<file path="src/rtl/mipi_dphy_hs_seq.sv">
// MIPI D-PHY data-lane sequencer: walks one lane LP-11 -> SoT -> payload -> EoT -> LP-11.
// All outputs are registered and decoded from the next state.
module mipi_dphy_hs_seq #(
    parameter int unsigned T_LPX        = 3,
    parameter int unsigned T_HS_PREPARE = 3,
    parameter int unsigned T_HS_ZERO    = 8,
    parameter int unsigned T_HS_TRAIL   = 4,
    parameter int unsigned T_HS_EXIT    = 6,
    parameter logic [7:0]  SYNC_BYTE    = 8'hB8
) (
    input  logic       clk_50m,
    input  logic       rst_n,
    input  logic       tx_req,
    input  logic       tx_valid,
    input  logic [7:0] tx_data,
    input  logic       tx_last,
    output logic       tx_ready,
    output logic       lp_p,
    output logic       lp_n,
    output logic       hs_en,
    output logic [7:0] hs_data,
    output logic       busy,
    output logic       underrun
);

    // state | meaning
    // IDLE  | LP-11, waiting for tx_req
    // LPX   | LP-01 for T_LPX cycles
    // PREP  | LP-00, HS driver off, T_HS_PREPARE cycles
    // ZERO  | HS-0 (0x00) for T_HS_ZERO cycles
    // SYNC  | leader byte for one cycle, first byte may be accepted
    // DATA  | payload bytes, one cycle behind acceptance
    // TRAIL | inverted bit7 of last byte, T_HS_TRAIL cycles
    // EXIT  | LP-11 for T_HS_EXIT cycles, tx_req ignored
    typedef enum logic [2:0] {
        S_IDLE, S_LPX, S_PREP, S_ZERO, S_SYNC, S_DATA, S_TRAIL, S_EXIT
    } state_t;

    localparam int unsigned M_A   = (T_LPX > T_HS_PREPARE) ? T_LPX : T_HS_PREPARE;
    localparam int unsigned M_B   = (T_HS_ZERO > T_HS_TRAIL) ? T_HS_ZERO : T_HS_TRAIL;
    localparam int unsigned M_C   = (M_A > M_B) ? M_A : M_B;
    localparam int unsigned T_MAX = (M_C > T_HS_EXIT) ? M_C : T_HS_EXIT;
    localparam int unsigned CNT_W = $clog2(T_MAX) + 1;

    localparam logic [CNT_W-1:0] LD_LPX   = CNT_W'(T_LPX - 1);
    localparam logic [CNT_W-1:0] LD_PREP  = CNT_W'(T_HS_PREPARE - 1);
    localparam logic [CNT_W-1:0] LD_ZERO  = CNT_W'(T_HS_ZERO - 1);
    localparam logic [CNT_W-1:0] LD_TRAIL = CNT_W'(T_HS_TRAIL - 1);
    localparam logic [CNT_W-1:0] LD_EXIT  = CNT_W'(T_HS_EXIT - 1);

    state_t           state_q, state_d;
    logic [CNT_W-1:0] cnt_q, cnt_d;
    logic [7:0]       hs_data_q, hs_data_d;
    logic             tx_ready_q, tx_ready_d;
    logic             underrun_q, underrun_d;
    logic             lp_p_q, lp_p_d;
    logic             lp_n_q, lp_n_d;
    logic             hs_en_q, hs_en_d;
    logic             busy_q, busy_d;
    logic             cnt_done;

    assign cnt_done = (cnt_q == '0);

    // Trail holds the opposite level of the final transmitted bit.
    function automatic logic [7:0] trail_of(input logic [7:0] b);
        return b[7] ? 8'h00 : 8'hFF;
    endfunction

    always_comb begin
        state_d    = state_q;
        cnt_d      = cnt_q;
        hs_data_d  = hs_data_q;
        tx_ready_d = 1'b0;
        underrun_d = 1'b0;
        case (state_q)
            S_IDLE: begin
                if (tx_req) begin
                    state_d = S_LPX;
                    cnt_d   = LD_LPX;
                end
            end
            S_LPX: begin
                if (cnt_done) begin
                    state_d = S_PREP;
                    cnt_d   = LD_PREP;
                end else begin
                    cnt_d = cnt_q - 1'b1;
                end
            end
            S_PREP: begin
                if (cnt_done) begin
                    state_d   = S_ZERO;
                    cnt_d     = LD_ZERO;
                    hs_data_d = 8'h00;
                end else begin
                    cnt_d = cnt_q - 1'b1;
                end
            end
            S_ZERO: begin
                if (cnt_done) begin
                    state_d    = S_SYNC;
                    cnt_d      = '0;
                    hs_data_d  = SYNC_BYTE;
                    tx_ready_d = 1'b1;
                end else begin
                    cnt_d = cnt_q - 1'b1;
                end
            end
            S_SYNC, S_DATA: begin
                // A ready cycle without valid ends the burst; the byte on the wire is the last one.
                if (tx_ready_q && tx_valid) begin
                    state_d    = S_DATA;
                    hs_data_d  = tx_data;
                    tx_ready_d = !tx_last;
                end else begin
                    state_d    = S_TRAIL;
                    cnt_d      = LD_TRAIL;
                    hs_data_d  = trail_of(hs_data_q);
                    underrun_d = tx_ready_q;
                end
            end
            S_TRAIL: begin
                if (cnt_done) begin
                    state_d   = S_EXIT;
                    cnt_d     = LD_EXIT;
                    hs_data_d = 8'h00;
                end else begin
                    cnt_d = cnt_q - 1'b1;
                end
            end
            S_EXIT: begin
                if (cnt_done) begin
                    state_d = S_IDLE;
                    cnt_d   = '0;
                end else begin
                    cnt_d = cnt_q - 1'b1;
                end
            end
            default: begin
                state_d   = S_IDLE;
                cnt_d     = '0;
                hs_data_d = 8'h00;
            end
        endcase

        lp_p_d  = 1'b1;
        lp_n_d  = 1'b1;
        hs_en_d = 1'b0;
        busy_d  = (state_d != S_IDLE);
        case (state_d)
            S_LPX: lp_p_d = 1'b0;
            S_PREP: begin
                lp_p_d = 1'b0;
                lp_n_d = 1'b0;
            end
            S_ZERO, S_SYNC, S_DATA, S_TRAIL: begin
                lp_p_d  = 1'b0;
                lp_n_d  = 1'b0;
                hs_en_d = 1'b1;
            end
            default: ;
        endcase
    end

    always_ff @(posedge clk_50m or negedge rst_n) begin
        if (!rst_n) begin
            state_q    <= S_IDLE;
            cnt_q      <= '0;
            hs_data_q  <= 8'h00;
            tx_ready_q <= 1'b0;
            underrun_q <= 1'b0;
            lp_p_q     <= 1'b1;
            lp_n_q     <= 1'b1;
            hs_en_q    <= 1'b0;
            busy_q     <= 1'b0;
        end else begin
            state_q    <= state_d;
            cnt_q      <= cnt_d;
            hs_data_q  <= hs_data_d;
            tx_ready_q <= tx_ready_d;
            underrun_q <= underrun_d;
            lp_p_q     <= lp_p_d;
            lp_n_q     <= lp_n_d;
            hs_en_q    <= hs_en_d;
            busy_q     <= busy_d;
        end
    end

    assign tx_ready = tx_ready_q;
    assign lp_p     = lp_p_q;
    assign lp_n     = lp_n_q;
    assign hs_en    = hs_en_q;
    assign hs_data  = hs_data_q;
    assign busy     = busy_q;
    assign underrun = underrun_q;

endmodule

</file>
<file path="config.mk">
export PLATFORM = sky130hd
export DESIGN_NAME = mipi_dphy_hs_seq
export DESIGN_NICKNAME = d
export VERILOG_FILES = /design/src/rtl/mipi_dphy_hs_seq.sv
export SDC_FILE = /design/constraint.sdc
export NUM_CORES = 1
export LEC_CHECK = 0
export CORE_MARGIN = 5
export CORE_UTILIZATION = 47
export CTS_CLUSTER_SIZE = 20
export DETAILED_ROUTE_END_ITERATION = 7
export PLACE_DENSITY = 0.88
export SLEW_MARGIN = 0
export SYNTH_ARGS = -nofsm -noshare
export SYNTH_HDL_FRONTEND = slang
export SYNTH_SLANG_ARGS = --single-unit
export TNS_END_PERCENT = 50
</file>
<file path="constraint.sdc">
create_clock -name clk_50m -period 2.3 [get_ports clk_50m]
set_clock_uncertainty 0.05 [all_clocks]
set_input_delay 0.46 -clock clk_50m [delete_from_list [all_inputs] [get_ports clk_50m]]
set_output_delay 0.46 -clock clk_50m [all_outputs]
set_load 0.01 [all_outputs]
</file>
==> run metrics <==
Post-CTS Resized 0; FMAX ~0.51 GHz; Die Height 56.9 um; Seq pwr share a little under two fifths; vias per cell roughly 5.9; Slowest Stage Delay on Critical Path about 0.60 ns; Clock Latency Late Sink about 0.3 ns; actual slew at the worst max-slew pin around 0.61 ns; Mapped Cells 104; H-tree levels 1; Netlist cell types 32; hpwl dp around 1900 um; initial antenna violation count 0; area of the multi-input gates between 400 and 500 um2; Main synth FF type dfrtp_1; Pleak between 0.5 and 0.6 nW; initial core utilization 48.2%; CP startpoint kind flop; number of global-route vias before repair slightly above 900; share of layout cells above drive strength 1 about 14%; run status completed; Worst Hold Depth 2; commonest non-fill, non-tap cell in the layout clkdlybuf4s50_1; full die area approximately 3200 um2; worst r2r path cells 4; post-route ant nets 0; Avg WL per Cell 15.2 um; pwr dens 1360 nW/um2; clk root buf clkbuf_4; sequential share of the synthesized area roughly 51%; clk sinks 21; commonest cells after routing, fill and taps aside clkdlybuf4s50_1 (26), dfrtp_1 (19), o21ai_0 (13); fin nets 146; Worst Path Required 1.79 ns; antenna cells 0; net load switching power ~0.00075 W; Fill cells between 150 and 200; register area about 530 um2; Worst slew margin between 50 and 60%; yosys warns 0; CP Max Fanout 11; largest area contributor in the netlist dfrtp_1; largest delay contributor family on the critical path buffers and inverters; DRC viols 0; final worst-path setup slack 0.354 ns; Hold Crit Class flop to flop; num rows 17; Cell Area, Synth around 1000 um2; Peak VDD IR around 0.7 mV; post-CTS setup buffers 0; Post-Route WL roughly 2400 um; Crit. End Element primary output; total global routing overflow 0; final critical-path required period 1.95 ns; Reg-to-Reg End hs_data[7]$_DFFE_PN0P_; via total after detailed routing between 900 and 1,000; I/O pin count 27; area growth from synthesis to layout 32.2%; Synth area leaders dfrtp_1 (46%), o21ai_0 (6.3%), dfstp_2 (5.1%), a21oi_1 (3.9%), nand3_1 (3.9%); buffers added on ports 26; switching share of power between 40 and 50%; GPL Wtd Cong 0.868; RR Startpoint cnt_q[1]$_DFFE_PN0P_; clk slew on worst S/H paths about 0.11 ns; CTS max path bufs 2; Initial DRT Pass Iterations 4; critical path's slowest cell clkdlybuf4s50_1; core area 2150 um2; logic gate share of total power roughly 52%; Clock Power Share 9.5%; Max-Cap Viols 0; largest net degree at the start of global routing 15; Final Hold Fails 0; share of flip-flops with an asynchronous set or reset 100%; cts bufs inserted 3; setup_tns 0 ns; Die Wd around 57 um; synthesized area per cell ~9.9 um2; initial DRC count 30; Synth top area share 45.9%; Final period util between 80 and 90%; total internal power 0.00111 W; critical-path cell list clkdlybuf4s50_1; RSZ-0062 raised after global routing false; GRT Total Usage about 17%; Placement Setup Slack roughly 0.4 ns; hold_sp hs_data[6]$_DFFE_PN0P_; Seq cells post-synth 21; Setup Viol. Count Final 0; R2R Setup Slk ~0.47 ns; CTS tree yes; crit path DAT 1.44 ns; first-pass GRT wire length about 4200 um; CP Buf/Inv Count 1; syn_nets around 120; number of enable flip-flop cells after synthesis 0; Worst Setup Path Type flop to primary output; hold endpoint hs_data[6]$_DFFE_PN0P_; Max Transition Viols Final 0; hold_buf cts 0
worst max path at each step:
| stage | startpoint | end | cells after the start | slack (ns) |
|---|---|---|---|---|
| 2_1_floorplan | cnt_q[1]$_DFFE_PN0P_ | hs_data[7]$_DFFE_PN0P_ | 4 | 0.68 |
| 3_3_place_gp | tx_valid | hs_data[7]$_DFFE_PN0P_ | 6 | 0.49 |
| 3_5_place_dp | tx_valid | cnt_q[1]$_DFFE_PN0P_ | 6 | 0.40 |
| 4_1_cts | tx_ready$_DFF_PN0_ | tx_ready | 1 | 0.37 |
| 5_1_grt | tx_ready$_DFF_PN0_ | tx_ready | 1 | 0.27 |
| 6_report | tx_ready$_DFF_PN0_ | tx_ready | 1 | 0.35 |
cell type report:
cell class / count / share of cell area (%)
clock buffers: 3 / 1.65
clock inverters: 1 / 0.366
inverters: 2 / 0.549
multi-input cells: 74 / 34.5
flip-flops and latches: 21 / 38.6
well taps: 28 / 2.56
repair buffers: 31 / 21.8
through the flow:
step | util, % | area, um2 | instances | hold WS (ns) | total power [W]
3_3_place_gp | 62.4 | 1340 | 156 | 0.437 | 0.00164
6_report | 63.7 | 1370 | 160 | 0.467 | 0.00186
4_1_cts | 63.7 | 1370 | 160 | 0.475 | 0.00186
2_1_floorplan | - | 1030 | 104 | 0.114 | 0.00131
5_1_grt | 63.7 | 1370 | 160 | 0.505 | 0.00200
3_5_place_dp | 62.4 | 1340 | 156 | 0.449 | 0.00168
registers in the layout, summed over array words and instances, names as in the netlist:
name / flops
hs_data: 8
cnt_q: 4
state_q: 3
busy: 1
hs_en: 1
lp_n: 1
lp_p: 1
tx_ready: 1
underrun: 1
synth_stat cells, types with 3 or more instances:
cell type and number:
a21oi_1 8, a31oi_1 5, nand3_1 8, o21ai_0 13, clkbuf_1 6, o22ai_1 3
nand2_1 6, nor2_1 5, dfrtp_1 19, a21boi_0 4
power groups by stage:
stage          combinational [W]  clock (W)  sequential (W)
2_1_floorplan           0.000623          0        0.000684
3_3_place_gp            0.000932          0        0.000707
3_5_place_dp            0.000972          0        0.000713
4_1_cts                 0.000978   0.000179        0.000703
5_1_grt                  0.00107   0.000197        0.000731
6_report                0.000974   0.000176        0.000708
worst reg2reg max path, cell delays in order (launching register included):
cell	delay [ns]
dfrtp_1	0.45
nor4_4	0.51
nand3_4	0.19
and2_4	0.23
mux2_4	0.29
logic make-up (layout without fill, tap and decap cells):
| group | Yosys count | after routing | share of synthesized area (%) |
|---|---|---|---|
| xor+xnor | 2 | 2 | 1.69 |
| flops | 21 | 21 | 51.0 |
| mux | 1 | 1 | 1.45 |
| simple gates | 34 | 34 | 20.6 |
| compound gates | 37 | 37 | 21.9 |
| buf+inv | 9 | 37 | 3.39 |
metal layers:
layer	wire length (um)	vias up	track usage (%)
li1	-	442	-
met1	999	437	19.8
met2	1200	47	29.2
met5	0	-	0
met4	72	0	7.95
met3	163	10	3.22
Power figures use the tool's default switching activity.
